$ cat src/rtl/nibble_serial_subtractor.sv
// Nibble-serial subtractor: diff = a - b computed 4 bits per clock, LSB nibble first.
// Optional NSUB_SATURATE_EN: clamp diff to zero when the operation underflows.
`timescale 1ns/1ps
module nibble_serial_subtractor #(
    parameter int unsigned WIDTH = 8
) (
    input  logic             clk,
    input  logic             rst_n,
    input  logic             start,
    input  logic [WIDTH-1:0] a,
    input  logic [WIDTH-1:0] b,
    output logic             busy,
    output logic             done,
    output logic [WIDTH-1:0] diff,
    output logic             borrow
);

    localparam int unsigned NIB  = WIDTH / 4;
    localparam int unsigned IDXW = (NIB > 1) ? $clog2(NIB) : 1;

    typedef enum logic {
        IDLE,
        RUN
    } state_t;

    state_t            state_q, state_d;
    logic [WIDTH-1:0]  a_q, a_d;
    logic [WIDTH-1:0]  b_q, b_d;
    logic [WIDTH-1:0]  part_q, part_d;
    logic [WIDTH-1:0]  diff_q, diff_d;
    logic [IDXW-1:0]   idx_q, idx_d;
    logic              c_q, c_d;
    logic              borrow_q, borrow_d;
    logic              done_q, done_d;

    logic [3:0]        nib_a, nib_b;
    logic [4:0]        sum;
    logic              last;

    always_comb begin
        nib_a = '0;
        nib_b = '0;
        for (int unsigned i = 0; i < NIB; i++) begin
            if (idx_q == IDXW'(i)) begin
                nib_a = a_q[4*i +: 4];
                nib_b = b_q[4*i +: 4];
            end
        end
        sum  = {1'b0, nib_a} + {1'b0, ~nib_b} + {4'b0000, c_q};
        last = (idx_q == IDXW'(NIB - 1));
    end

    always_comb begin
        state_d  = state_q;
        a_d      = a_q;
        b_d      = b_q;
        part_d   = part_q;
        diff_d   = diff_q;
        idx_d    = idx_q;
        c_d      = c_q;
        borrow_d = borrow_q;
        done_d   = 1'b0;

        unique case (state_q)
            IDLE: begin
                if (start) begin
                    a_d     = a;
                    b_d     = b;
                    part_d  = '0;
                    c_d     = 1'b1;
                    idx_d   = '0;
                    state_d = RUN;
                end
            end
            RUN: begin
                for (int unsigned i = 0; i < NIB; i++) begin
                    if (idx_q == IDXW'(i)) begin
                        part_d[4*i +: 4] = sum[3:0];
                    end
                end
                c_d   = sum[4];
                idx_d = idx_q + IDXW'(1);
                if (last) begin
                    borrow_d = ~sum[4];
`ifdef NSUB_SATURATE_EN
                    diff_d   = sum[4] ? part_d : '0;
`else
                    diff_d   = part_d;
`endif
                    done_d   = 1'b1;
                    idx_d    = '0;
                    state_d  = IDLE;
                end
            end
            default: state_d = IDLE;
        endcase
    end

    always_ff @(posedge clk or negedge rst_n) begin
        if (!rst_n) begin
            state_q  <= IDLE;
            a_q      <= '0;
            b_q      <= '0;
            part_q   <= '0;
            diff_q   <= '0;
            idx_q    <= '0;
            c_q      <= 1'b0;
            borrow_q <= 1'b0;
            done_q   <= 1'b0;
        end else begin
            state_q  <= state_d;
            a_q      <= a_d;
            b_q      <= b_d;
            part_q   <= part_d;
            diff_q   <= diff_d;
            idx_q    <= idx_d;
            c_q      <= c_d;
            borrow_q <= borrow_d;
            done_q   <= done_d;
        end
    end

    // The cycle right after acceptance (nibble 0 pending) does not count as busy.
    assign busy   = (state_q == RUN) && (idx_q != '0);
    assign done   = done_q;
    assign diff   = diff_q;
    assign borrow = borrow_q;

endmodule
$ cat config.mk
export PLATFORM = sky130hd
export DESIGN_NAME = nibble_serial_subtractor
export DESIGN_NICKNAME = d
export VERILOG_FILES = /design/src/rtl/nibble_serial_subtractor.sv
export SDC_FILE = /design/constraint.sdc
export NUM_CORES = 1
export LEC_CHECK = 0
export BUFFER_PORTS_ARGS = -buffer_cell sky130_fd_sc_hd__buf_4
export CAP_MARGIN = 40
export CELL_PAD_IN_SITES_DETAIL_PLACEMENT = 0
export CELL_PAD_IN_SITES_GLOBAL_PLACEMENT = 1
export CORE_MARGIN = 8
export CORE_UTILIZATION = 41
export CTS_BUF_LIST = sky130_fd_sc_hd__clkbuf_8
export CTS_CLUSTER_SIZE = 8
export DETAILED_ROUTE_END_ITERATION = 16
export MAX_ROUTING_LAYER = met4
export PLACE_DENSITY_LB_ADDON = 0.25
export SYNTH_ARGS = -nofsm -noshare
export SYNTH_HDL_FRONTEND = slang
export SYNTH_SLANG_ARGS = --single-unit
$ cat constraint.sdc
create_clock -name clk -period 2.2 [get_ports clk]
set_input_delay 0.11 -clock clk [delete_from_list [all_inputs] [get_ports clk]]
set_output_delay 0.11 -clock clk [all_outputs]
set_load 0.02 [all_outputs]
==> results of run 1 <==
-- cells by family after synthesis --
kind of cell,after synthesis,share of synthesized area
DFF,33,0.5344
muxes,28,0.2219
and+or+nand+nor,26,0.08259
AOI/OAI and AO/OA,16,0.05425
buffers and inverters,11,0.04535
adders and majority gates,5,0.05021
xor gates and xnor gates,2,0.01134
-- flip-flops by register name, indices dropped and copies added, names as in the netlist --
register  count
b_q           8
a_q           8
part_q        4
state_q       1
c_q           1
done          1
idx_q         1
borrow        1
diff          8
-- final timing paths --
path                                     start                    end  slack (ns)  cells past startpoint
max                          idx_q$_DFFE_PN0P_  part_q[1]$_DFFE_PN0P_        0.17                      6
min                                       b[0]     b_q[0]$_DFFE_PN0P_        0.06                      2
max reg2reg                  idx_q$_DFFE_PN0P_  part_q[1]$_DFFE_PN0P_        0.17                      6
min reg2reg                diff[4]$_DFFE_PN0P_    diff[4]$_DFFE_PN0P_        0.48                      2
max in group asynchronous                rst_n     b_q[6]$_DFFE_PN0P_        1.60                      2
min in group asynchronous                rst_n    diff[1]$_DFFE_PN0P_        0.31                      2
-- area by class of cell --
class	instances	area, um2	share of cell area
clock buffers	6	82.58	0.04336
clock inverters	1	3.754	0.001971
inverters	5	18.77	0.009855
multi-input cells	77	658.1	0.3456
flip-flops and latches	33	825.8	0.4336
well taps	48	60.06	0.03154
repair buffers	32	255.2	0.1340
-- cell usage in the layout, fill, tap and decap left out, types with 2 or more instances in the layout --
master / netlist / layout
mux2_2: 14 / 14
mux2i_1: 5 / 4
buf_4: 0 / 30
ha_1: 3 / 3
nand2_1: 14 / 14
inv_1: 5 / 6
dfrtp_1: 33 / 33
mux2_4: 9 / 9
fa_2: 0 / 2
nor2_1: 2 / 2
o21ai_0: 13 / 12
nand2b_1: 5 / 5
clkbuf_8: 0 / 6
-- synth_stat cells, drive strengths merged (2+ instances only) --
cell type  count
dfrtp         33
mux2          23
nand2         15
o21ai         13
buf            6
inv            5
mux2i          5
nand2b         5
ha             3
fa             2
nor2           2
nor2b          2
-- layer usage --
metal | part of all wire | track usage
met1 | 0.43 | 0.1164
met2 | 0.49 | 0.1719
met3 | 0.058 | 0.03687
met4 | 0.016 | 0.06792
met5 | 0 | -
-- through the flow --
step / hold slack (ns) / instance area [um2] / utilization / setup slack, ns / instances
6_report: 0.05840 / 1904 / 0.5241 / 0.1689 / 202
4_1_cts: 0.04940 / 1896 / 0.5217 / 0.02497 / 202
3_5_place_dp: 0.07860 / 1799 / 0.4952 / 0.04946 / 194
5_1_grt: 0.04065 / 1904 / 0.5241 / 0.05079 / 202
3_3_place_gp: 0.07125 / 1799 / 0.4952 / 0.09570 / 194
2_1_floorplan: -0.1856 / 1545 / - / 0.05738 / 121
-- power by group through the flow --
stage	Clock, W	Sequential, W	Combinational [W]
2_1_floorplan	0	0.00113	0.00114
3_3_place_gp	0	0.00110	0.00161
3_5_place_dp	0	0.00112	0.00163
4_1_cts	0.000459	0.00111	0.00164
5_1_grt	0.000492	0.00115	0.00185
6_report	0.000440	0.00110	0.00165
-- worst max-delay path, stage by stage (launching register included) --
cell and delay [ns]:
dfrtp_1 0.42, mux2_2 0.36, fa_2 0.35, fa_2 0.55
o21ai_0 0.09, nand2_1 0.06, o21ai_0 0.08
-- repair_timing --
item                                    in CTS  in global routing
endpoints found under the hold margin       33                  0
gates resized for setup                      0                  4
endpoints found under the setup margin       0                  2
hold buffers                                 1                  0
==> impl_summary.txt, run 1 <==
----------------------------------------------------
[Routing]
  Post-route ant nets ... 0
  Initial DRT Pass Iterations ... 2
  Drt first-iter violations ... between 60 and 70
  Via count ... 972
  Vias/cell ... 4.812
  Residual DRC count ... 0
  Mean routed wirelength per cell ... between 10 and 15 um
  Post-detailed-routing wire length ... 2.884 mm

[Placement]
  DPL Wire Length ... between 2 and 2.5 mm
  Weighted congestion reported at the end of routability-driven placement ... 0.8089
  I/O Buffers ... 29

[Logic synthesis]
  Share of flip-flops with an asynchronous set or reset after synthesis ... 1.000
  Post-synthesis net count ... 145
  Netlist area before placement ... 1545 um2
  Top-area cell type share of the netlist area ... 0.5344
  Area contributors post-synth ... dfrtp_1 53%, mux2_2 10%, mux2_4 8.7%
  Count of flip-flops with a built-in enable after synthesis ... 0
  Gate count after technology mapping ... ~120
  Yosys warns ... 0
  Mean cell area of the mapped netlist ... about 13 um2
  Sequential share of the synthesized area ... 0.5344
  Main synth FF type ... dfrtp_1
  Flip-flop and latch count after synthesis ... 33
  Synth unique cells ... 24
  Top cell type by total area after synthesis ... dfrtp_1

[Worst hold path]
  Min-Delay Path Class ... input pin to flop

[Pwr]
  Sequential Power Share ... 0.345
  Ratio of total power to cell area ... 1680 nW/um2
  Leakage power summed over all cells ... 0.9174 nW
  Worst vdd ir ... 0.7893 mV
  Internal portion of total power ... 0.002002 W
  Clock network power share ... 0.138
  Total power ... 0.003199 W
  Sw Share ... 0.3743
  Combinational cell fraction of total power ... 0.517
  Switching power of the nets ... 0.001198 W

[STA]
  Setup clock skew after layout ... 0.003192 ns
  TNS Setup ... 0 ns
  Total count of max-transition violations in the final report ... 0
  Final hold viol count ... 0
  Fin crit period ... 2.031 ns
  Max-slew headroom ... 0.6000
  Setup-failing EPs final ... 0
  Unrepaired setup endpoints after global routing ... no
  Final period util ... 0.9232
  Slew @ Worst Pin ... 0.5988 ns
  Maximum frequency from static timing analysis ... 492.3 MHz

[Finish]
  Synthesis-to-layout area growth ... 23.24%
  Number of diodes ... 0
  Fillers ... 343
  Share of layout cells above drive strength 1 ... 0.4221
  Final net count ... 178

[Setup path]
  Setup crit start kind ... flop
  Signal arrival time at the worst endpoint ... 2.19 ns
  Worst EP required ... 2.36 ns
  Endpoint class of the critical path ... flop
  Worst Path Max Fanout ... 3
  Critical path type ... flop to flop

[Floorplan]
  Number of rows created at floorplan ... 22
  Height of the die ... 77.39 um
  Die outline area ... about 6000 um2
  Horizontal die dimension ... between 70 and 80 um
  Core box area ... 3633 um2
  Effective utilization at floorplan ... 0.4253
  Number of ports placed on the die boundary ... 30

[CTS]
  Clock tree from TritonCTS ... yes
  Number of buffers added by the clock tree synthesis step ... 5
  Clock-pin transition on the worst setup and hold timing paths ... 0.06 ns
  Number of H-tree levels ... 2
  Root cell of the clock tree ... clkbuf_8
  Maximum number of buffers from clock root to sink ... 2
  Count of clock tree sinks ... 33
  Worst-Skew Late Latency ... 0.28 ns
  Total setup buffers inserted after CTS ... 0

[GRT]
  Largest net degree at the start of global routing ... 34
  Initial antenna violation count ... 0
  Overflow left after global routing ... 0
  Wire length of the first global-routing pass ... a little over 5 mm
  Overall fraction of global-route tracks in use ... 0.1092
  Via count of the first global-routing pass ... around 1100

[Outcome]
  Status ... completed

[Job]
  Count of max-cap constraint violations ... 0

----------------------------------------------------
(Power assumes the default switching activity.)
==> inputs of run 2 (changes only) <==
--- a/config.mk
+++ b/config.mk
@@ -11,7 +11,7 @@
 export CELL_PAD_IN_SITES_GLOBAL_PLACEMENT = 1
 export CORE_MARGIN = 8
 export CORE_UTILIZATION = 41
-export CTS_BUF_LIST = sky130_fd_sc_hd__clkbuf_8
+export CTS_BUF_LIST = sky130_fd_sc_hd__clkbuf_4 sky130_fd_sc_hd__clkbuf_8
 export CTS_CLUSTER_SIZE = 8
 export DETAILED_ROUTE_END_ITERATION = 16
 export MAX_ROUTING_LAYER = met4
==> impl_summary.txt, run 2 (synthesis gave the netlist of run 1 again) <==
----------------------------------------------------
[GRT]
  Overflow left after global routing ... 0
  Via count of the first global-routing pass ... 1132
  Overall fraction of global-route tracks in use ... 0.1090
  Initial antenna violation count ... 0
  Largest net degree at the start of global routing ... 34
  Wire length of the first global-routing pass ... 5.064 mm

[Worst hold path]
  Min-Delay Path Class ... input pin to flop

[Setup path]
  Cell with the largest stage delay on the worst path ... fa_2
  Endpoint class of the critical path ... flop
  Most prevalent standard cell on the critical path ... o21ai_0
  Critical path type ... flop to flop
  Worst EP required ... 2.36 ns
  Worst stage delay on the critical path ... between 0.5 and 0.6 ns
  Signal arrival time at the worst endpoint ... 2.25 ns
  Cell-by-cell trace of the critical path ... mux2_2 > fa_1 > fa_2 > o21ai_0 > nand2_1 > o21ai_0
  Setup crit start kind ... flop
  Worst Path Max Fanout ... 3

[CTS]
  Maximum number of buffers from clock root to sink ... 2
  Worst-Skew Late Latency ... approximately 0.28 ns
  Clock-pin transition on the worst setup and hold timing paths ... 0.06 ns
  Number of buffers added by the clock tree synthesis step ... 5
  Count of clock tree sinks ... 33
  Root cell of the clock tree ... clkbuf_8
  Clock tree from TritonCTS ... yes
  Number of H-tree levels ... 2

[Floorplan]
  Die outline area ... 5989 um2
  Height of the die ... 77.39 um
  Horizontal die dimension ... 77.39 um
  Number of rows created at floorplan ... 22
  Core box area ... 3633 um2
  Effective utilization at floorplan ... 0.4253
  Number of ports placed on the die boundary ... 30

[Pwr]
  Clock network power share ... 0.143
  Sw Share ... 0.3729
  Combinational cell fraction of total power ... 0.513
  Ratio of total power to cell area ... 1685 nW/um2
  Worst vdd ir ... 0.7856 mV
  Internal portion of total power ... 0.002013 W
  Leakage power summed over all cells ... around 0.92 nW
  Switching power of the nets ... 0.001197 W
  Sequential Power Share ... 0.344

[Finish]
  Final net count ... around 180
  Fillers ... around 350
  Synthesis-to-layout area growth ... 23.32%
  Non-filler cells in the finished layout ... 202
  Number of diodes ... 0
  Most common cell after layout, fill and taps aside ... dfrtp_1
  Top library cells by usage in the layout, fill and taps aside ... 33 x dfrtp_1, 30 x buf_4, 14 x mux2_2, 14 x nand2_1, 12 x o21ai_0
  Share of layout cells above drive strength 1 ... 0.4221

[STA]
  Total count of max-transition violations in the final report ... 0
  Setup clock skew after layout ... 0.003540 ns
  Setup-failing EPs final ... 0
  Unrepaired setup endpoints after global routing ... yes
  Max-slew headroom ... 0.6006
  Final period util ... 0.9493
  Maximum frequency from static timing analysis ... 478.8 MHz
  TNS Setup ... 0 ns
  Slew @ Worst Pin ... between 0.5 and 0.6 ns
  Final hold viol count ... 0
  Fin crit period ... 2.088 ns

[Routing]
  Mean routed wirelength per cell ... around 14 um
  Post-route ant nets ... 0
  Initial DRT Pass Iterations ... 2
  Vias/cell ... 4.792
  Residual DRC count ... 0
  Via count ... 968
  Drt first-iter violations ... 47
  Post-detailed-routing wire length ... 2.886 mm

[Placement]
  DPL Wire Length ... 2.115 mm
  Cell Count Post-Placement ... just under 200
  Weighted congestion reported at the end of routability-driven placement ... between 0.8 and 0.9
  I/O Buffers ... 29

[Outcome]
  Status ... completed

[Job]
  Count of max-cap constraint violations ... 0

----------------------------------------------------
==> run 2: worst max-delay path: cells and delay by family (launching register included) <==
kind	cells	cell delay, ns
adders and majority gates	2	0.96
AOI/OAI and AO/OA	2	0.17
DFF	1	0.42
and+or+nand+nor	1	0.06
muxes	1	0.36
==> run 2: repair_timing <==
item,in CTS,in global routing
endpoints found under the hold margin,33,0
endpoints found under the setup margin,0,2
buffers inserted,0,0
resized for setup,0,3
hold buffers,1,0
==> run 2: power groups by stage <==
stage	sequential (W)	combinational, W	clock, W
after floorplan	0.00113	0.00114	0
after global placement	0.00110	0.00161	0
after detailed placement	0.00112	0.00163	0
after CTS	0.00111	0.00164	0.000475
after global routing	0.00115	0.00184	0.000506
final	0.00110	0.00165	0.000458
==> run 2: per-layer routing <==
layer / track usage / vias to the layer above / part of all wire
met2: 0.1719 / 24 / 0.49
met5: - / - / 0
met4: 0.06792 / 0 / 0.016
met3: 0.03687 / 4 / 0.058
met1: 0.1157 / 471 / 0.43
li1: - / 469 / -
==> run 2: stage by stage <==
stage / utilization / worst slack [ns] / instance area, um2 / power, W / hold WS, ns
floorplan: - / 0.05738 / 1545 / 0.002275 / -0.1856
global placement: 0.4952 / 0.09570 / 1799 / 0.002707 / 0.07125
detailed placement: 0.4952 / 0.04946 / 1799 / 0.002750 / 0.07860
CTS: 0.5227 / 0.02497 / 1899 / 0.003225 / 0.04940
global route: 0.5244 / -0.009523 / 1906 / 0.003490 / 0.04065
finish: 0.5244 / 0.1116 / 1906 / 0.003211 / 0.05779
==> run 2: path summary, 6_finish.rpt <==
kind | startpoint | slack [ns] | endpoint | cells after the start
setup / recovery | idx_q$_DFFE_PN0P_ | 0.11 | part_q[1]$_DFFE_PN0P_ | 6
hold / removal | b[0] | 0.06 | b_q[0]$_DFFE_PN0P_ | 2
setup reg to reg | idx_q$_DFFE_PN0P_ | 0.11 | part_q[1]$_DFFE_PN0P_ | 6
hold reg to reg | diff[4]$_DFFE_PN0P_ | 0.48 | diff[4]$_DFFE_PN0P_ | 2
max in group asynchronous | rst_n | 1.60 | b_q[6]$_DFFE_PN0P_ | 2
min in group asynchronous | rst_n | 0.31 | done$_DFF_PN0_ | 2
==> run 2: cell type report <==
type	instances	area, um2	area share
Clock buffer	7	90.09	0.04728
Tap cell	48	60.06	0.03152
Timing Repair Buffer	32	255.2	0.1339
Inverter	5	18.77	0.009849
Multi-Input combinational cell	77	655.6	0.3441
Sequential cell	33	825.8	0.4334
==> inputs of run 3 (changes only) <==
--- a/config.mk
+++ b/config.mk
@@ -5,15 +5,15 @@
 export SDC_FILE = /design/constraint.sdc
 export NUM_CORES = 1
 export LEC_CHECK = 0
-export BUFFER_PORTS_ARGS = -buffer_cell sky130_fd_sc_hd__buf_4
 export CAP_MARGIN = 40
 export CELL_PAD_IN_SITES_DETAIL_PLACEMENT = 0
 export CELL_PAD_IN_SITES_GLOBAL_PLACEMENT = 1
 export CORE_MARGIN = 8
-export CORE_UTILIZATION = 41
+export CORE_UTILIZATION = 47
 export CTS_BUF_LIST = sky130_fd_sc_hd__clkbuf_4 sky130_fd_sc_hd__clkbuf_8
 export CTS_CLUSTER_SIZE = 8
 export DETAILED_ROUTE_END_ITERATION = 16
+export DONT_BUFFER_PORTS = 1
 export MAX_ROUTING_LAYER = met4
 export PLACE_DENSITY_LB_ADDON = 0.25
 export SYNTH_ARGS = -nofsm -noshare
==> impl_summary.txt, run 3 (synthesis gave the netlist of run 1 again) <==
----------------------------------------------------
[Outcome]
  Status ... completed

[Floorplan]
  Effective utilization at floorplan ... 0.4743
  Die outline area ... between 5000 and 6000 um2
  Number of rows created at floorplan ... 21
  Horizontal die dimension ... ~73 um
  Number of ports placed on the die boundary ... 30
  Height of the die ... 73.34 um
  Core box area ... 3258 um2

[Setup path]
  Setup crit start kind ... flop
  Origin of the critical flop-to-flop path ... idx_q$_DFFE_PN0P_
  Worst EP required ... 2.41 ns
  Worst Path Max Fanout ... 4
  Signal arrival time at the worst endpoint ... approximately 2.3 ns
  Worst reg2reg path endpoint ... part_q[2]$_DFFE_PN0P_
  Worst stage delay on the critical path ... 0.41 ns
  Endpoint class of the critical path ... flop
  Depth of the worst register-to-register path ... 8
  Critical path type ... flop to flop
  Worst setup slack for register-to-register paths ... 0.12 ns
  Cell-by-cell trace of the critical path ... buf_4 > mux2i_1 > fa_2 > fa_1 > xor2_1 > o21ai_1 > nand2_1 > o21ai_0
  Cell with the largest stage delay on the worst path ... dfrtp_1

[Finish]
  Top library cells by usage in the layout, fill and taps aside ... 33 x dfrtp_1, 18 x dlygate4sd3_1, 14 x mux2_2, 14 x nand2_1, 12 x o21ai_0
  Number of diodes ... 0
  Final net count ... 167
  Fillers ... 300
  Share of layout cells above drive strength 1 ... 0.2569
  Most common cell after layout, fill and taps aside ... dfrtp_1
  Synthesis-to-layout area growth ... 20.24%
  Non-filler cells in the finished layout ... 190

[GRT]
  Via count of the first global-routing pass ... 999
  Overflow left after global routing ... 0
  Largest net degree at the start of global routing ... 34
  Overall fraction of global-route tracks in use ... 0.1262
  Initial antenna violation count ... 0
  Wire length of the first global-routing pass ... 4.892 mm

[STA]
  Setup-failing EPs final ... 0
  TNS Setup ... 0 ns
  Fin crit period ... 2.084 ns
  Setup clock skew after layout ... 0.01028 ns
  Max-slew headroom ... 0.6173
  Maximum frequency from static timing analysis ... 479.8 MHz
  Final hold viol count ... 0
  Total count of max-transition violations in the final report ... 0
  Final period util ... 0.9473
  Slew @ Worst Pin ... between 0.5 and 0.6 ns
  Unrepaired setup endpoints after global routing ... no

[Routing]
  Post-route ant nets ... 0
  Mean routed wirelength per cell ... 15.11 um
  Post-detailed-routing wire length ... 2.871 mm
  Residual DRC count ... 0
  Via count ... 940
  Drt first-iter violations ... 29
  Initial DRT Pass Iterations ... 4
  Vias/cell ... 4.947

[Pwr]
  Worst vdd ir ... 0.8218 mV
  Leakage power summed over all cells ... 0.8533 nW
  Ratio of total power to cell area ... 1656 nW/um2

[CTS]
  Worst-Skew Late Latency ... roughly 0.34 ns
  Number of H-tree levels ... 2
  Clock tree from TritonCTS ... yes
  Maximum number of buffers from clock root to sink ... 2
  Count of clock tree sinks ... 33
  Number of buffers added by the clock tree synthesis step ... 5
  Clock-pin transition on the worst setup and hold timing paths ... 0.10 ns
  Root cell of the clock tree ... clkbuf_4

[Worst hold path]
  Hold Path Sink ... state_q$_DFF_PN0_
  Start point of the worst hold path ... start
  Hold-critical path depth ... 2
  Min-Delay Path Class ... input pin to flop

[Placement]
  DPL Wire Length ... 2.067 mm
  Weighted congestion reported at the end of routability-driven placement ... roughly 0.8
  Cell Count Post-Placement ... 163
  I/O Buffers ... 0

[Job]
  Count of max-cap constraint violations ... 0

----------------------------------------------------
-- run 3: cell count changes in the layout (fill, tap and decap cells not counted), moves of 5 or more --
cell / change
buf_4: -28
clkbuf_4: +5
clkbuf_8: -5
dlygate4sd3_1: +17
-- run 3: routing by layer --
metal  GRT usage  vias to the layer above  routed length [um]  share of wire
met1      0.1412                      452                1218           0.42
li1            -                      454                   -              -
met2      0.1966                       27                1422           0.50
met3     0.04911                        7                 180          0.063
met4     0.05322                        0                  49          0.017
met5           -                        -                   0              0
-- run 3: layout make-up --
type,instances,area [um2],area share
inverters,5,18.77,0.01010
multi-input cells,77,651.9,0.3508
repair buffers,21,215.2,0.1158
clock buffers,7,58.81,0.03165
flip-flops and latches,33,825.8,0.4444
well taps,46,57.56,0.03098
clock inverters,1,30.03,0.01616
-- run 3: worst max path at each step --
stage	start	to	slack, ns	cells after the start
6_report	idx_q$_DFFE_PN0P_	part_q[2]$_DFFE_PN0P_	0.12	8
5_1_grt	idx_q$_DFFE_PN0P_	part_q[2]$_DFFE_PN0P_	0.003	8
4_1_cts	idx_q$_DFFE_PN0P_	part_q[2]$_DFFE_PN0P_	0.02	8
3_5_place_dp	idx_q$_DFFE_PN0P_	part_q[2]$_DFFE_PN0P_	0.05	8
3_3_place_gp	idx_q$_DFFE_PN0P_	part_q[2]$_DFFE_PN0P_	0.14	8
2_1_floorplan	idx_q$_DFFE_PN0P_	part_q[2]$_DFFE_PN0P_	0.06	9
-- run 3: worst max-delay path: cells and delay by family, from the launching register on --
kind | cells | cell delay, ns
buf+inv | 1 | 0.16
simple gates | 1 | 0.06
compound gates | 2 | 0.17
mux | 1 | 0.15
flops | 1 | 0.41
xor+xnor | 1 | 0.21
fa+ha+maj | 2 | 0.79
-- run 3: repair_timing --
action / 4_1_cts / 5_1_grt
buffers inserted: 0 / 0
endpoints found under the hold margin: 54 / 0
hold buffers: 19 / 0
gates resized for setup: 0 / 2
setup endpoints to repair: 0 / 1
-- run 3: through the flow --
step	utilization	power (W)	cell area (um2)	setup WS [ns]	hold WS [ns]
6_report	0.5703	0.003078	1858	0.1158	0.1576
5_1_grt	0.5703	0.003323	1858	0.003485	0.1581
4_1_cts	0.5695	0.003116	1856	0.02179	0.1574
3_5_place_dp	0.4808	0.002581	1567	0.05458	-0.1842
3_3_place_gp	0.4808	0.002516	1567	0.1390	-0.1843
2_1_floorplan	-	0.002275	1545	0.05738	-0.1856
-- run 3: report_power, final --
part / switching (W) / total, W / internal [W]
combinational: 0.000674 / 0.00139 / 0.000716
sequential: 0.000299 / 0.00120 / 0.000903
clock: 0.000201 / 0.000485 / 0.000284
